`src/rtl/legv8_ctrl_pkg.sv`:
```
// Shared types for the LEGv8 multi-cycle controller: state and instruction-class
// encodings, opcode match patterns, alu_op codes and the per-state control decode.
package legv8_ctrl_pkg;

    typedef enum logic [2:0] {
        ST_FETCH  = 3'd0,
        ST_DECODE = 3'd1,
        ST_EXEC   = 3'd2,
        ST_MEM    = 3'd3,
        ST_WB     = 3'd4
    } state_t;

    typedef enum logic [2:0] {
        CL_R, CL_I, CL_LD, CL_ST, CL_CBZ, CL_CBNZ, CL_B, CL_ILL
    } iclass_t;

    localparam logic [1:0] ALU_ADD   = 2'b00;
    localparam logic [1:0] ALU_PASS  = 2'b01;
    localparam logic [1:0] ALU_RTYPE = 2'b10;
    localparam logic [1:0] ALU_ITYPE = 2'b11;

    // Opcode patterns as value/mask pairs; a cleared mask bit is a don't-care.
    localparam logic [10:0] OPV_LDUR = 11'b11111000010, OPM_LDUR = 11'b11111111111;
    localparam logic [10:0] OPV_STUR = 11'b11111000000, OPM_STUR = 11'b11111111111;
    localparam logic [10:0] OPV_CBZ  = 11'b10110100000, OPM_CBZ  = 11'b11111111000;
    localparam logic [10:0] OPV_CBNZ = 11'b10110101000, OPM_CBNZ = 11'b11111111000;
    localparam logic [10:0] OPV_B    = 11'b00010100000, OPM_B    = 11'b11111100000;
    localparam logic [10:0] OPV_R    = 11'b10001010000, OPM_R    = 11'b10011110111;
    localparam logic [10:0] OPV_I    = 11'b10010001000, OPM_I    = 11'b10111111100;

    typedef struct packed {
        logic       fetch;
        logic       pc_src;
        logic       reg2loc;
        logic       alu_src;
        logic       mem_to_reg;
        logic       reg_write;
        logic       mem_read;
        logic       mem_write;
        logic [1:0] alu_op;
        logic       pcw_uncond;
        logic       pcw_zero;
        logic       pcw_nzero;
    } ctl_t;

    function automatic logic op_match(logic [10:0] op, logic [10:0] val, logic [10:0] mask);
        return (op & mask) == val;
    endfunction

    // Moore portion of the control word; mem_ready/zero gating is applied at the top.
    function automatic ctl_t ctl_decode(state_t s, iclass_t c);
        ctl_t k;
        k = '0;
        case (s)
            ST_FETCH: begin
                k.fetch    = 1'b1;
                k.mem_read = 1'b1;
                k.alu_src  = 1'b1;
                k.alu_op   = ALU_ADD;
            end
            ST_EXEC: begin
                case (c)
                    CL_R:  k.alu_op = ALU_RTYPE;
                    CL_I:  begin k.alu_src = 1'b1; k.alu_op = ALU_ITYPE; end
                    CL_LD, CL_ST: begin k.alu_src = 1'b1; k.alu_op = ALU_ADD; end
                    CL_CBZ:  begin k.alu_op = ALU_PASS; k.reg2loc = 1'b1; k.pc_src = 1'b1; k.pcw_zero = 1'b1; end
                    CL_CBNZ: begin k.alu_op = ALU_PASS; k.reg2loc = 1'b1; k.pc_src = 1'b1; k.pcw_nzero = 1'b1; end
                    CL_B:  begin k.pc_src = 1'b1; k.pcw_uncond = 1'b1; end
                    default: ;
                endcase
            end
            ST_MEM: begin
                k.mem_read  = (c == CL_LD);
                k.mem_write = (c == CL_ST);
            end
            ST_WB: begin
                k.reg_write  = 1'b1;
                k.mem_to_reg = (c == CL_LD);
            end
            default: ;
        endcase
        return k;
    endfunction

endpackage

```
`src/rtl/legv8_opcode_classify.sv`:
```
// Combinational LEGv8 opcode classifier; first matching pattern wins.
module legv8_opcode_classify
    import legv8_ctrl_pkg::*;
(
    input  logic [10:0] opcode,
    output iclass_t     iclass
);

    always_comb begin
        iclass = CL_ILL;
        if      (op_match(opcode, OPV_LDUR, OPM_LDUR)) iclass = CL_LD;
        else if (op_match(opcode, OPV_STUR, OPM_STUR)) iclass = CL_ST;
        else if (op_match(opcode, OPV_CBZ,  OPM_CBZ))  iclass = CL_CBZ;
        else if (op_match(opcode, OPV_CBNZ, OPM_CBNZ)) iclass = CL_CBNZ;
        else if (op_match(opcode, OPV_B,    OPM_B))    iclass = CL_B;
        else if (op_match(opcode, OPV_R,    OPM_R))    iclass = CL_R;
        else if (op_match(opcode, OPV_I,    OPM_I))    iclass = CL_I;
    end

endmodule

```
`src/rtl/legv8_multicycle_control.sv`:
```
// LEGv8 multi-cycle control FSM (fetch/decode/exec/mem/wb) with memory-ready stalls.
// Optional perf counters (retired, stall_cycles) are built when LEGV8_CTRL_PERF_EN is defined.
module legv8_multicycle_control
    import legv8_ctrl_pkg::*;
#(
    parameter int OPC_W    = 11,
    parameter int ALUOP_W  = 2,
    parameter int MAX_WAIT = 15
) (
    input  logic               clk,
    input  logic               reset,
    input  logic [OPC_W-1:0]   opcode,
    input  logic               zero,
    input  logic               mem_ready,
    output logic               ir_write,
    output logic               pc_write,
    output logic               pc_src,
    output logic               reg2loc,
    output logic               alu_src,
    output logic               mem_to_reg,
    output logic               reg_write,
    output logic               mem_read,
    output logic               mem_write,
    output logic [ALUOP_W-1:0] alu_op,
    output logic               illegal,
    output logic               mem_timeout,
    output logic [2:0]         state_o
`ifdef LEGV8_CTRL_PERF_EN
    ,
    output logic [31:0]        retired,
    output logic [31:0]        stall_cycles
`endif
);

    localparam int WAIT_W = (MAX_WAIT < 2) ? 1 : $clog2(MAX_WAIT + 1);
    localparam logic [WAIT_W-1:0] WAIT_LIMIT = WAIT_W'(MAX_WAIT);

    state_t            state, state_nxt;
    iclass_t           cls, cls_nxt, dec_cls;
    ctl_t              ctl;
    logic [WAIT_W-1:0] wait_cnt;
    logic              waiting;
    logic              in_decode;

    legv8_opcode_classify u_classify (
        .opcode (11'(opcode)),
        .iclass (dec_cls)
    );

    assign in_decode = (state == ST_DECODE);
    assign waiting   = ((state == ST_FETCH) || (state == ST_MEM)) && !mem_ready;

    always_comb begin
        state_nxt = state;
        cls_nxt   = cls;
        case (state)
            ST_FETCH:  if (mem_ready) state_nxt = ST_DECODE;
            ST_DECODE: begin
                cls_nxt   = dec_cls;
                state_nxt = (dec_cls == CL_ILL) ? ST_FETCH : ST_EXEC;
            end
            ST_EXEC: begin
                case (cls)
                    CL_R, CL_I:   state_nxt = ST_WB;
                    CL_LD, CL_ST: state_nxt = ST_MEM;
                    default:      state_nxt = ST_FETCH;
                endcase
            end
            ST_MEM:  if (mem_ready) state_nxt = (cls == CL_LD) ? ST_WB : ST_FETCH;
            ST_WB:   state_nxt = ST_FETCH;
            default: state_nxt = ST_FETCH;
        endcase
    end

    // The control word is registered for the state being entered, so it is valid
    // from the first cycle of that state.
    always_ff @(posedge clk) begin
        if (reset) begin
            state       <= ST_FETCH;
            cls         <= CL_ILL;
            ctl         <= ctl_decode(ST_FETCH, CL_ILL);
            wait_cnt    <= '0;
            mem_timeout <= 1'b0;
        end else begin
            state <= state_nxt;
            cls   <= cls_nxt;
            ctl   <= ctl_decode(state_nxt, cls_nxt);
            if (mem_ready) begin
                wait_cnt <= '0;
            end else if (waiting && (MAX_WAIT != 0)) begin
                if (wait_cnt != WAIT_LIMIT) wait_cnt <= wait_cnt + 1'b1;
                if (wait_cnt >= WAIT_LIMIT - 1'b1) mem_timeout <= 1'b1;
            end
        end
    end

`ifdef LEGV8_CTRL_PERF_EN
    always_ff @(posedge clk) begin
        if (reset) begin
            retired      <= '0;
            stall_cycles <= '0;
        end else begin
            if (state != ST_FETCH && state != ST_DECODE && state_nxt == ST_FETCH)
                retired <= retired + 32'd1;
            if (waiting)
                stall_cycles <= stall_cycles + 32'd1;
        end
    end
`endif

    // Outputs are forced low while reset is held so an aborted access issues nothing.
    assign ir_write   = !reset && ctl.fetch && mem_ready;
    assign pc_write   = !reset && ((ctl.fetch && mem_ready) || ctl.pcw_uncond ||
                                   (ctl.pcw_zero && zero) || (ctl.pcw_nzero && !zero));
    assign pc_src     = !reset && ctl.pc_src;
    assign reg2loc    = !reset && (ctl.reg2loc ||
                        (in_decode && (dec_cls == CL_ST || dec_cls == CL_CBZ || dec_cls == CL_CBNZ)));
    assign alu_src    = !reset && ctl.alu_src;
    assign mem_to_reg = !reset && ctl.mem_to_reg;
    assign reg_write  = !reset && ctl.reg_write;
    assign mem_read   = !reset && ctl.mem_read;
    assign mem_write  = !reset && ctl.mem_write;
    assign alu_op     = reset ? '0 : ALUOP_W'(ctl.alu_op);
    assign illegal    = !reset && in_decode && (dec_cls == CL_ILL);
    assign state_o    = state;

endmodule

```
`config.mk`:
```
export PLATFORM = sky130hd
export DESIGN_NAME = legv8_multicycle_control
export DESIGN_NICKNAME = d
export VERILOG_FILES = /design/src/rtl/legv8_ctrl_pkg.sv /design/src/rtl/legv8_opcode_classify.sv /design/src/rtl/legv8_multicycle_control.sv
export SDC_FILE = /design/constraint.sdc
export NUM_CORES = 1
export LEC_CHECK = 0
export BUFFER_PORTS_ARGS = -buffer_cell sky130_fd_sc_hd__buf_2
export CAP_MARGIN = 20
export CELL_PAD_IN_SITES_DETAIL_PLACEMENT = 1
export CELL_PAD_IN_SITES_GLOBAL_PLACEMENT = 2
export CORE_ASPECT_RATIO = 1.4
export CORE_MARGIN = 2
export CORE_UTILIZATION = 31
export CTS_BUF_LIST = sky130_fd_sc_hd__clkbuf_4
export DETAILED_ROUTE_END_ITERATION = 10
export HOLD_SLACK_MARGIN = 0.15
export PLACE_DENSITY_LB_ADDON = 0.1
export REMOVE_ABC_BUFFERS = 1
export SYNTH_ARGS = -nofsm -noshare
export SYNTH_HDL_FRONTEND = slang
export SYNTH_HIERARCHICAL = 1
export SYNTH_SLANG_ARGS = --single-unit
export TNS_END_PERCENT = 20
```
`constraint.sdc`:
```
create_clock -name clk -period 2.16 [get_ports clk]
set_input_delay 0.432 -clock clk [delete_from_list [all_inputs] [get_ports clk]]
set_output_delay 0.432 -clock clk [all_outputs]
set_load 0.05 [all_outputs]
```
==> impl_metrics.py, run 1 <==
metrics = {
    "run_status": {
        "outcome": "finished, violations left",
        "violations": "negative setup slack",
    },
    "clock_network": {
        "clock_latency_ns": 0.32,
        "cts_tree": "done",
        "cts_sinks": 24,
        "root_buffer": "clkbuf_4",
        "cts_buffer_depth": 2,
        "htreeDepth": 1,
        "postCtsHoldBufs": 0,
        "clkSlewWorstSetupHoldPaths_ns": 0.14,
        "cts_buffers": 3,
    },
    "die": {
        "dieArea_mm2": 0.00437,
        "start_util": 0.325,
        "die_h_um": 77.4,
        "pin_count": 31,
        "coreArea_mm2": 0.00368,
        "die_x_um": 56.4,
        "fp-row-count": 26,
    },
    "sta": {
        "worst_slew_pin_slew_ns": 0.367,
        "period_share": 1.03,
        "rsz0062_at_grt": "yes",
        "finClkSkew_ns": 0.00255,
        "hold_ws_ns": 0.461,
        "period_minus_slack_ns": 2.23,
        "worst_slack_ns": -0.0663,
        "hold_viol": 0,
        "fin_setup_tns_ns": -0.0663,
        "max_slew_margin": 0.754,
        "setup_viol": 1,
        "finalMaxSlewViolations": 0,
        "max_freq_mhz": 449,
    },
    "job": {
        "cap_violations": 0,
    },
    "worst_setup_path": {
        "critPathKind": "in -> out",
        "timing.rr.start": "state_o[0]$_SDFF_PP0_",
        "end_kind": "primary output",
        "rr_worst_depth": 4,
        "crit_required_ns": 1.73,
        "r2r_slack_ns": 0.54,
        "path_max_fanout": 3,
        "cp-start-kind": "primary input",
        "cp.arrival_ns": 1.79,
        "r2r-end": "ctl[1]$_SDFF_PP0_",
    },
    "power": {
        "p_sw_w": 0.000226,
        "seq_power_share": 0.495,
        "p_int_w": 0.000691,
        "swShare": 0.247,
        "ir_drop_mv": 0.350,
        "cellPowerDensity_mw_per_mm2": 578,
        "p_comb_frac": 0.146,
        "p_leak_nw": 0.690,
        "p_clk_frac": 0.360,
    },
    "logic_synthesis": {
        "synth_top_family_by_area": "simple AND/OR/NAND/NOR gates",
        "ys_top_cells_by_area": "dfxtp_1 (40%), nor2b_1 (6.3%), nor2_1 (5.7%), a21oi_1 (2.9%), nand2_1 (2.8%)",
        "synth_area_mm2": 0.00119,
        "yosys.area_share.simple": 0.335,
        "synth.most_common_cell": "dfxtp_1",
        "syn_inst": 138,
        "yosysWarnings": 6,
        "netlist.area_leader.share": 0.403,
        "synthMuxAreaShare": 0.0367,
        "synth_seq_cells": 24,
        "synth_compound_area_frac": 0.137,
        "synth_ff_type": "dfxtp_1",
        "synth_cell_type_count": 45,
        "synthTopCellsByCount": "dfxtp_1 (24), nor2_1 (18), nor2b_1 (12)",
        "synthArstFlopShare": 0,
        "ys_seq_area_frac": 0.403,
        "synth_top_area_cell": "dfxtp_1",
        "synthAdderAreaFrac": 0.0210,
        "synth_xor_area_frac": 0.0283,
        "avgSynthCellArea_um2": 8.65,
        "synth-edff-count": 0,
    },
    "global_route": {
        "grt_max_degree": 18,
        "grt_pass1_vias": 1273,
        "grtUsageTotal": 0.172,
        "antenna_found_initial": 0,
        "gr-total-overflow": 0,
        "grt_pass1_wl_mm": 5.93,
    },
    "final_layout": {
        "post-route-util": 0.432,
        "antenna_cells": 0,
        "final_nets": 198,
        "layout-drive-gt1-share": 0.333,
        "n_fill_cell": 455,
        "fin_cells": 222,
        "multiInputGateArea_um2": 693,
        "final-seq-area_um2": 480,
        "syn_to_final_growth_pct": 32.9,
    },
    "worst_hold_path": {
        "hp-class": "in -> reg",
        "hold_depth": 2,
        "hold_start": "mem_ready",
        "worst_hold_path.endpoint": "wait_cnt[3]$_SDFFE_PP0P_",
    },
    "routing": {
        "drtIter0Drc": 25,
        "vias": 1156,
        "wl_per_cell_um": 14.8,
        "drtPass1Iterations": 4,
        "ant_nets": 0,
        "wirelength_mm": 3.29,
        "via_per_inst": 5.21,
        "drc": 0,
    },
    "placed_design": {
        "dp_slack_ns": -0.188,
        "place_inst": 217,
        "numPortBuffers": 30,
        "gp_congestion": 0.803,
        "dpl.hpwl_mm": 2.54,
    },
}
==> placed cells by master (no fill, tap or decap), drive strengths merged, types with 2 or more instances in the layout <==
cell type / instances
nand3: 4
nor3b: 3
mux2i: 4
a211oi: 3
xnor2: 2
nor4: 3
inv: 3
nor2b: 12
dfxtp: 24
buf: 45
o21ai: 7
clkbuf: 3
nand2: 9
nand4: 2
a31oi: 2
and4bb: 3
a21oi: 7
nor3: 5
nand2b: 3
nor2: 18
ha: 2
==> final cells by class <==
| type | count | share of cell area |
|---|---|---|
| clock inverter | 1 | 0.0189 |
| multi-input combinational | 104 | 0.437 |
| tap | 42 | 0.0331 |
| inverter | 3 | 0.00710 |
| clock buffer | 3 | 0.0142 |
| sequential | 24 | 0.303 |
| timing repair buffer | 45 | 0.187 |
==> metal layers <==
metal / up-vias / part of all wire / track usage
met4: 0 / 0.018 / 0.0714
met1: 562 / 0.37 / 0.176
li1: 569 / - / -
met5: - / 0 / 0
met3: 6 / 0.025 / 0.0167
met2: 19 / 0.59 / 0.341
==> worst max-delay path by stage <==
stage	from	to	slack [ns]	cells past startpoint
after floorplan	opcode[6]	reg2loc	-0.51	8
after global placement	opcode[8]	reg2loc	-0.10	10
after detailed placement	opcode[6]	reg2loc	-0.19	11
after CTS	opcode[8]	reg2loc	-0.05	9
after global routing	opcode[0]	reg2loc	-0.20	9
final	opcode[5]	reg2loc	-0.07	10
==> timing repair <==
item                       CTS  global route
resized for setup           15             0
pin swaps                    8             0
setup buffers                1             0
cloned                       0             0
setup endpoints to repair    2             2
==> power by group through the flow <==
stage | logic [W] | registers [W] | clock network [W]
final | 0.000134 | 0.000453 | 0.000330
after global routing | 0.000146 | 0.000455 | 0.000364
after CTS | 0.000134 | 0.000454 | 0.000343
after detailed placement | 0.000124 | 0.000463 | 0
after global placement | 0.000121 | 0.000463 | 0
after floorplan | 0.0000596 | 0.000468 | 0
==> registers in the layout, indices dropped and copies added, names as in the netlist <==
signal and cells:
state_o 3, ctl 13, cls 3, mem_timeout 1, wait_cnt 4
==> critical path, stage by stage <==
cell,delay [ns]
buf_2,0.12
and4bb_2,0.26
o21ai_1,0.11
o31ai_2,0.09
a21oi_1,0.17
nand2_1,0.09
mux2i_1,0.13
a21oi_1,0.08
nor2_1,0.13
buf_6,0.17
==> cell families (layout without fill, tap and decap cells) <==
kind of cell,Yosys count,after routing
xor+xnor,3,3
simple gates,70,70
fa+ha+maj,2,2
flops,24,24
buf+inv,10,52
mux,4,4
compound gates,25,25
==> per-stage QoR <==
stage	cell area, µm²	power, W
floorplan	1160	0.000527
global placement	1470	0.000583
detailed placement	1470	0.000587
CTS	1590	0.000931
global route	1590	0.000965
finish	1590	0.000917
Power figures use the tool's default switching activity.
==> inputs of run 2 (changes only) <==
--- a/config.mk
+++ b/config.mk
@@ -5,15 +5,17 @@
 export SDC_FILE = /design/constraint.sdc
 export NUM_CORES = 1
 export LEC_CHECK = 0
+export ABC_CLOCK_PERIOD_IN_PS = 2160
 export BUFFER_PORTS_ARGS = -buffer_cell sky130_fd_sc_hd__buf_2
 export CAP_MARGIN = 20
 export CELL_PAD_IN_SITES_DETAIL_PLACEMENT = 1
 export CELL_PAD_IN_SITES_GLOBAL_PLACEMENT = 2
-export CORE_ASPECT_RATIO = 1.4
+export CORE_ASPECT_RATIO = 1.75
 export CORE_MARGIN = 2
 export CORE_UTILIZATION = 31
 export CTS_BUF_LIST = sky130_fd_sc_hd__clkbuf_4
 export DETAILED_ROUTE_END_ITERATION = 10
+export GPL_TIMING_DRIVEN = 0
 export HOLD_SLACK_MARGIN = 0.15
 export PLACE_DENSITY_LB_ADDON = 0.1
 export REMOVE_ABC_BUFFERS = 1
==> impl_metrics.py, run 2 (same netlist as run 1, synthesis figures left out) <==
metrics = {
    "run_status": {
        "outcome": "finished, violations left",
        "violations": "negative setup slack",
    },
    "worst_setup_path": {
        "cp_slowest_cell": "and4bb_1",
        "crit_required_ns": 1.73,
        "path_cells": "buf_8 > and4bb_1 > nand2_2 > a211oi_4 > buf_4 > nor2_4 > mux2i_1 > a21oi_1 > nor2_1 > buf_6",
        "cp.arrival_ns": 1.90,
        "cp-start-kind": "primary input",
        "path_max_fanout": 4,
        "rr_worst_depth": 4,
        "worstSetupStartpoint": "opcode[8]",
        "r2r_slack_ns": 0.53,
        "r2r-end": "ctl[6]$_SDFF_PP1_",
        "timing.rr.start": "state_o[1]$_SDFF_PP0_",
        "max_stage_delay_ns": 0.27,
        "cp-endpoint": "reg2loc",
        "critPathKind": "in -> out",
        "end_kind": "primary output",
    },
    "clock_network": {
        "clock_latency_ns": 0.32,
        "cts_buffer_depth": 2,
        "clkSlewWorstSetupHoldPaths_ns": 0.12,
        "htreeDepth": 1,
        "cts_sinks": 24,
        "cts_tree": "done",
        "root_buffer": "clkbuf_4",
        "cts_buffers": 3,
    },
    "global_route": {
        "grt_pass1_vias": 1180,
        "grt_use_met3": 0.0174,
        "gr-total-overflow": 0,
        "grt_pass1_wl_mm": 5.40,
        "grt_use_met2": 0.331,
        "grt_max_degree": 29,
        "antenna_found_initial": 0,
        "grt_util_met1": 0.158,
        "grtUsageTotal": 0.162,
        "top_usage_layer": "met2",
    },
    "final_layout": {
        "final_nets": 192,
        "largest_reg_flops": 13,
        "final_cell_mix": "dfxtp_1 (23), buf_2 (22), nor2_1 (17)",
        "regMostFlops": "ctl",
        "largestRegisters": "ctl (13), wait_cnt (4)",
        "syn_to_final_growth_pct": 31.7,
        "mostFrequentLayoutCell": "dfxtp_1",
        "stdcell_area_mm2": 0.00157,
        "layout-drive-gt1-share": 0.333,
        "antenna_cells": 0,
    },
    "power": {
        "ir_drop_mv": 0.282,
        "p_leak_nw": 0.663,
        "cellPowerDensity_mw_per_mm2": 499,
    },
    "sta": {
        "finClkSkew_ns": 0.00477,
        "setup_viol": 2,
        "worst_slew_pin_slew_ns": 0.495,
        "max_freq_mhz": 428,
        "period_share": 1.08,
        "hold_viol": 0,
        "worst_slack_ns": -0.175,
        "fin_setup_tns_ns": -0.209,
        "max_slew_margin": 0.670,
        "period_minus_slack_ns": 2.33,
        "rsz0062_at_grt": "yes",
        "finalMaxSlewViolations": 0,
        "hold_ws_ns": 0.439,
    },
    "placed_design": {
        "dpl.hpwl_mm": 2.41,
        "place_area_mm2": 0.00137,
        "gp_congestion": 0.768,
        "numPortBuffers": 30,
    },
    "routing": {
        "drtPass1Iterations": 4,
        "drtIter0Drc": 12,
        "via_per_inst": 5.13,
        "wirelength_mm": 3.18,
        "ant_nets": 0,
        "vias": 1128,
        "drc": 0,
        "wl_per_cell_um": 14.5,
    },
    "die": {
        "fp-row-count": 29,
        "dieArea_mm2": 0.00438,
        "coreArea_mm2": 0.00366,
        "pin_count": 31,
        "start_util": 0.326,
        "die_x_um": 50.9,
        "die_h_um": 86.1,
    },
    "job": {
        "cap_violations": 0,
    },
    "worst_hold_path": {
        "hp-class": "in -> reg",
    },
}
run 2: what timing repair did:
action | CTS | global route
pin swaps | 9 | 4
buffers inserted | 9 | 0
endpoints found under the setup margin | 2 | 2
resized for setup | 28 | 0
hold buffers | 0 | 0
run 2: worst min-delay path by stage:
stage                             startpoint                        to  depth (start not counted)
finish                             mem_ready  wait_cnt[3]$_SDFFE_PP0P_                          2
global placement    mem_timeout$_SDFFE_PP0P_  mem_timeout$_SDFFE_PP0P_                          2
floorplan           wait_cnt[1]$_SDFFE_PP0P_  wait_cnt[1]$_SDFFE_PP0P_                          2
detailed placement  mem_timeout$_SDFFE_PP0P_  mem_timeout$_SDFFE_PP0P_                          2
CTS                                mem_ready  wait_cnt[3]$_SDFFE_PP0P_                          2
global route                       mem_ready  wait_cnt[3]$_SDFFE_PP0P_                          2
run 2: layer usage:
layer / wire (µm) / vias up
met5: 0 / -
met1: 1090 / 544
met2: 1930 / 24
met4: 53 / 0
li1: - / 555
met3: 102 / 5
run 2: power breakdown:
part,total (W),switching [W],internal [W]
sequential,0.000456,0.00000634,0.000449
combinational,0.000127,0.0000763,0.0000507
clock,0.000202,0.000134,0.0000677
run 2: critical path, delay by kind of cell:
family,cells,cell delay (ns)
buffers and inverters,3,0.43
muxes,1,0.17
and+or+nand+nor,4,0.53
AOI/OAI and AO/OA,2,0.34
run 2: layout make-up:
| type | count | area (µm²) |
|---|---|---|
| inverter | 3 | 11.3 |
| multi-input combinational | 104 | 727 |
| sequential | 24 | 482 |
| clock inverter | 1 | 3.75 |
| timing repair buffer | 39 | 268 |
| fill | 451 | 2090 |
| tap | 46 | 57.6 |
| clock buffer | 3 | 22.5 |
run 2: stage by stage:
stage | utilization | cells | setup slack [ns] | power, W
6_report | 0.429 | 220 | -0.175 | 0.000785
5_1_grt | 0.429 | 220 | -0.242 | 0.000826
4_1_cts | 0.429 | 220 | -0.140 | 0.000795
3_5_place_dp | 0.373 | 207 | -0.769 | 0.000573
3_3_place_gp | 0.373 | 207 | -0.643 | 0.000570
2_1_floorplan | - | 131 | -0.505 | 0.000527
==> inputs of run 3 (changes only) <==
--- a/config.mk
+++ b/config.mk
@@ -5,7 +5,7 @@
 export SDC_FILE = /design/constraint.sdc
 export NUM_CORES = 1
 export LEC_CHECK = 0
-export ABC_CLOCK_PERIOD_IN_PS = 2160
+export ABC_CLOCK_PERIOD_IN_PS = 2500
 export BUFFER_PORTS_ARGS = -buffer_cell sky130_fd_sc_hd__buf_2
 export CAP_MARGIN = 20
 export CELL_PAD_IN_SITES_DETAIL_PLACEMENT = 1
==> constraint.sdc (replaced) <==
create_clock -name clk -period 2.5 [get_ports clk]
set_input_delay 0.5 -clock clk [delete_from_list [all_inputs] [get_ports clk]]
set_output_delay 0.5 -clock clk [all_outputs]
set_load 0.05 [all_outputs]
==> impl_metrics.py, run 3 (same netlist as run 1, synthesis figures left out) <==
metrics = {
    "sta": {
        "rsz0062_at_grt": "yes",
        "finalMaxSlewViolations": 0,
        "fin_setup_tns_ns": -0.00556,
        "finClkSkew_ns": 0.00665,
        "setup_viol": 1,
        "max_freq_mhz": 399,
        "period_share": 1.00,
        "worst_slack_ns": -0.00556,
        "hold_viol": 0,
        "max_slew_margin": 0.669,
        "period_minus_slack_ns": 2.51,
        "worst_slew_pin_slew_ns": 0.496,
    },
    "final_layout": {
        "antenna_cells": 0,
        "final_nets": 192,
        "regMostFlops": "ctl",
        "layout-drive-gt1-share": 0.345,
        "final_cell_mix": "buf_2 (26), dfxtp_1 (23), nor2_1 (16)",
        "syn_to_final_growth_pct": 31.0,
        "fin_cells": 220,
        "largestRegisters": "ctl (13), wait_cnt (4)",
        "n_fill_cell": 457,
        "largest_reg_flops": 13,
        "mostFrequentLayoutCell": "buf_2",
    },
    "worst_hold_path": {
        "hold_start": "mem_timeout$_SDFFE_PP0P_",
        "hold_depth": 2,
        "hp-class": "reg -> reg",
        "worst_hold_path.endpoint": "mem_timeout$_SDFFE_PP0P_",
    },
    "routing": {
        "drc": 0,
        "via_per_inst": 5.13,
        "drtIter0Drc": 14,
        "ant_nets": 0,
        "drtPass1Iterations": 4,
        "wl_per_cell_um": 14.5,
        "vias": 1129,
        "wirelength_mm": 3.20,
    },
    "power": {
        "p_leak_nw": 0.653,
        "p_int_w": 0.000487,
        "seq_power_share": 0.582,
        "p_sw_w": 0.000190,
        "cellPowerDensity_mw_per_mm2": 433,
        "p_comb_frac": 0.158,
        "swShare": 0.281,
        "ir_drop_mv": 0.212,
        "p_clk_frac": 0.260,
    },
    "placed_design": {
        "dpl.hpwl_mm": 2.41,
        "place_inst": 207,
        "gp_congestion": 0.768,
        "numPortBuffers": 30,
    },
    "die": {
        "coreArea_mm2": 0.00366,
        "dieArea_mm2": 0.00438,
        "fp-row-count": 29,
        "pin_count": 31,
        "die_h_um": 86.1,
        "die_x_um": 50.9,
        "start_util": 0.326,
    },
    "worst_setup_path": {
        "path_cells": "buf_8 > and4bb_1 > nand2_2 > a211oi_4 > buf_4 > nor2_4 > mux2i_1 > a21oi_1 > nor2_1 > buf_6",
        "r2r_slack_ns": 0.85,
        "r2r-end": "ctl[6]$_SDFF_PP1_",
        "crit_required_ns": 2.00,
        "timing.rr.start": "state_o[1]$_SDFF_PP0_",
        "cp.arrival_ns": 2.01,
        "critPathKind": "in -> out",
        "rr_worst_depth": 4,
        "end_kind": "primary output",
        "cp-start-kind": "primary input",
        "cp_slowest_cell": "and4bb_1",
        "path_max_fanout": 5,
        "max_stage_delay_ns": 0.27,
    },
    "global_route": {
        "gr-total-overflow": 0,
        "grtUsageTotal": 0.159,
        "antenna_found_initial": 0,
        "grt_pass1_wl_mm": 5.27,
        "grt_pass1_vias": 1145,
        "grt_max_degree": 29,
    },
    "clock_network": {
        "cts_tree": "done",
        "cts_buffers": 3,
        "clkSlewWorstSetupHoldPaths_ns": 0.13,
        "clock_latency_ns": 0.32,
        "root_buffer": "clkbuf_4",
        "htreeDepth": 1,
        "cts_sinks": 24,
        "cts_buffer_depth": 2,
    },
    "run_status": {
        "outcome": "finished, violations left",
        "violations": "negative setup slack",
    },
    "job": {
        "cap_violations": 0,
    },
}
run 3: timing repair:
item	CTS	global route
setup buffers	4	5
setup endpoints to repair	2	2
pin swaps	2	9
gates resized for setup	11	15
hold buffers	0	0
run 3: area by class of cell:
type                    count  area [µm²]  share of cell area
repair buffers             39         246               0.158
clock inverters             1        3.75             0.00240
multi-input cells         104         741               0.474
flip-flops and latches     24         482               0.308
inverters                   3        11.3             0.00720
clock buffers               3        22.5              0.0144
well taps                  46        57.6              0.0368
run 3: through the flow:
step           total power [W]   util  setup WS (ns)  instance area (µm²)  hold slack (ns)
2_1_floorplan         0.000456      -         -0.301                 1160            0.482
3_5_place_dp          0.000495  0.373         -0.565                 1370            0.460
6_report              0.000677  0.427       -0.00556                 1560            0.482
4_1_cts               0.000675  0.401       -0.00683                 1470            0.491
5_1_grt               0.000712  0.427        -0.0822                 1560            0.525
3_3_place_gp          0.000492  0.373         -0.439                 1370            0.449
run 3: critical path: cells and delay by family:
kind | cells | cell delay, ns
buffers and inverters | 3 | 0.44
AO/OA/AOI/OAI | 2 | 0.35
multiplexers | 1 | 0.18
AND/OR/NAND/NOR | 4 | 0.54
run 3: metal layers:
layer  vias to the layer above  global-route usage  share of wire
met3                         5              0.0174          0.028
met4                         0              0.0590          0.017
met2                        22               0.316           0.60
met5                         -                   0              0
met1                       544               0.160           0.35
li1                        558                   -              -
run 3: worst max-delay path by stage:
stage	startpoint	slack [ns]	to	cells after the start
floorplan	opcode[6]	-0.30	reg2loc	8
global placement	opcode[7]	-0.44	reg2loc	10
detailed placement	opcode[7]	-0.57	reg2loc	10
CTS	opcode[8]	-0.007	reg2loc	8
global route	opcode[8]	-0.08	reg2loc	10
finish	opcode[8]	-0.006	reg2loc	10
run 3: power by group through the flow:
stage | Combinational (W) | Clock, W | Sequential, W
after floorplan | 0.0000515 | 0 | 0.000404
after global placement | 0.0000906 | 0 | 0.000401
after detailed placement | 0.0000931 | 0 | 0.000402
after CTS | 0.0000989 | 0.000182 | 0.000394
after global routing | 0.000117 | 0.000199 | 0.000395
final | 0.000107 | 0.000176 | 0.000394
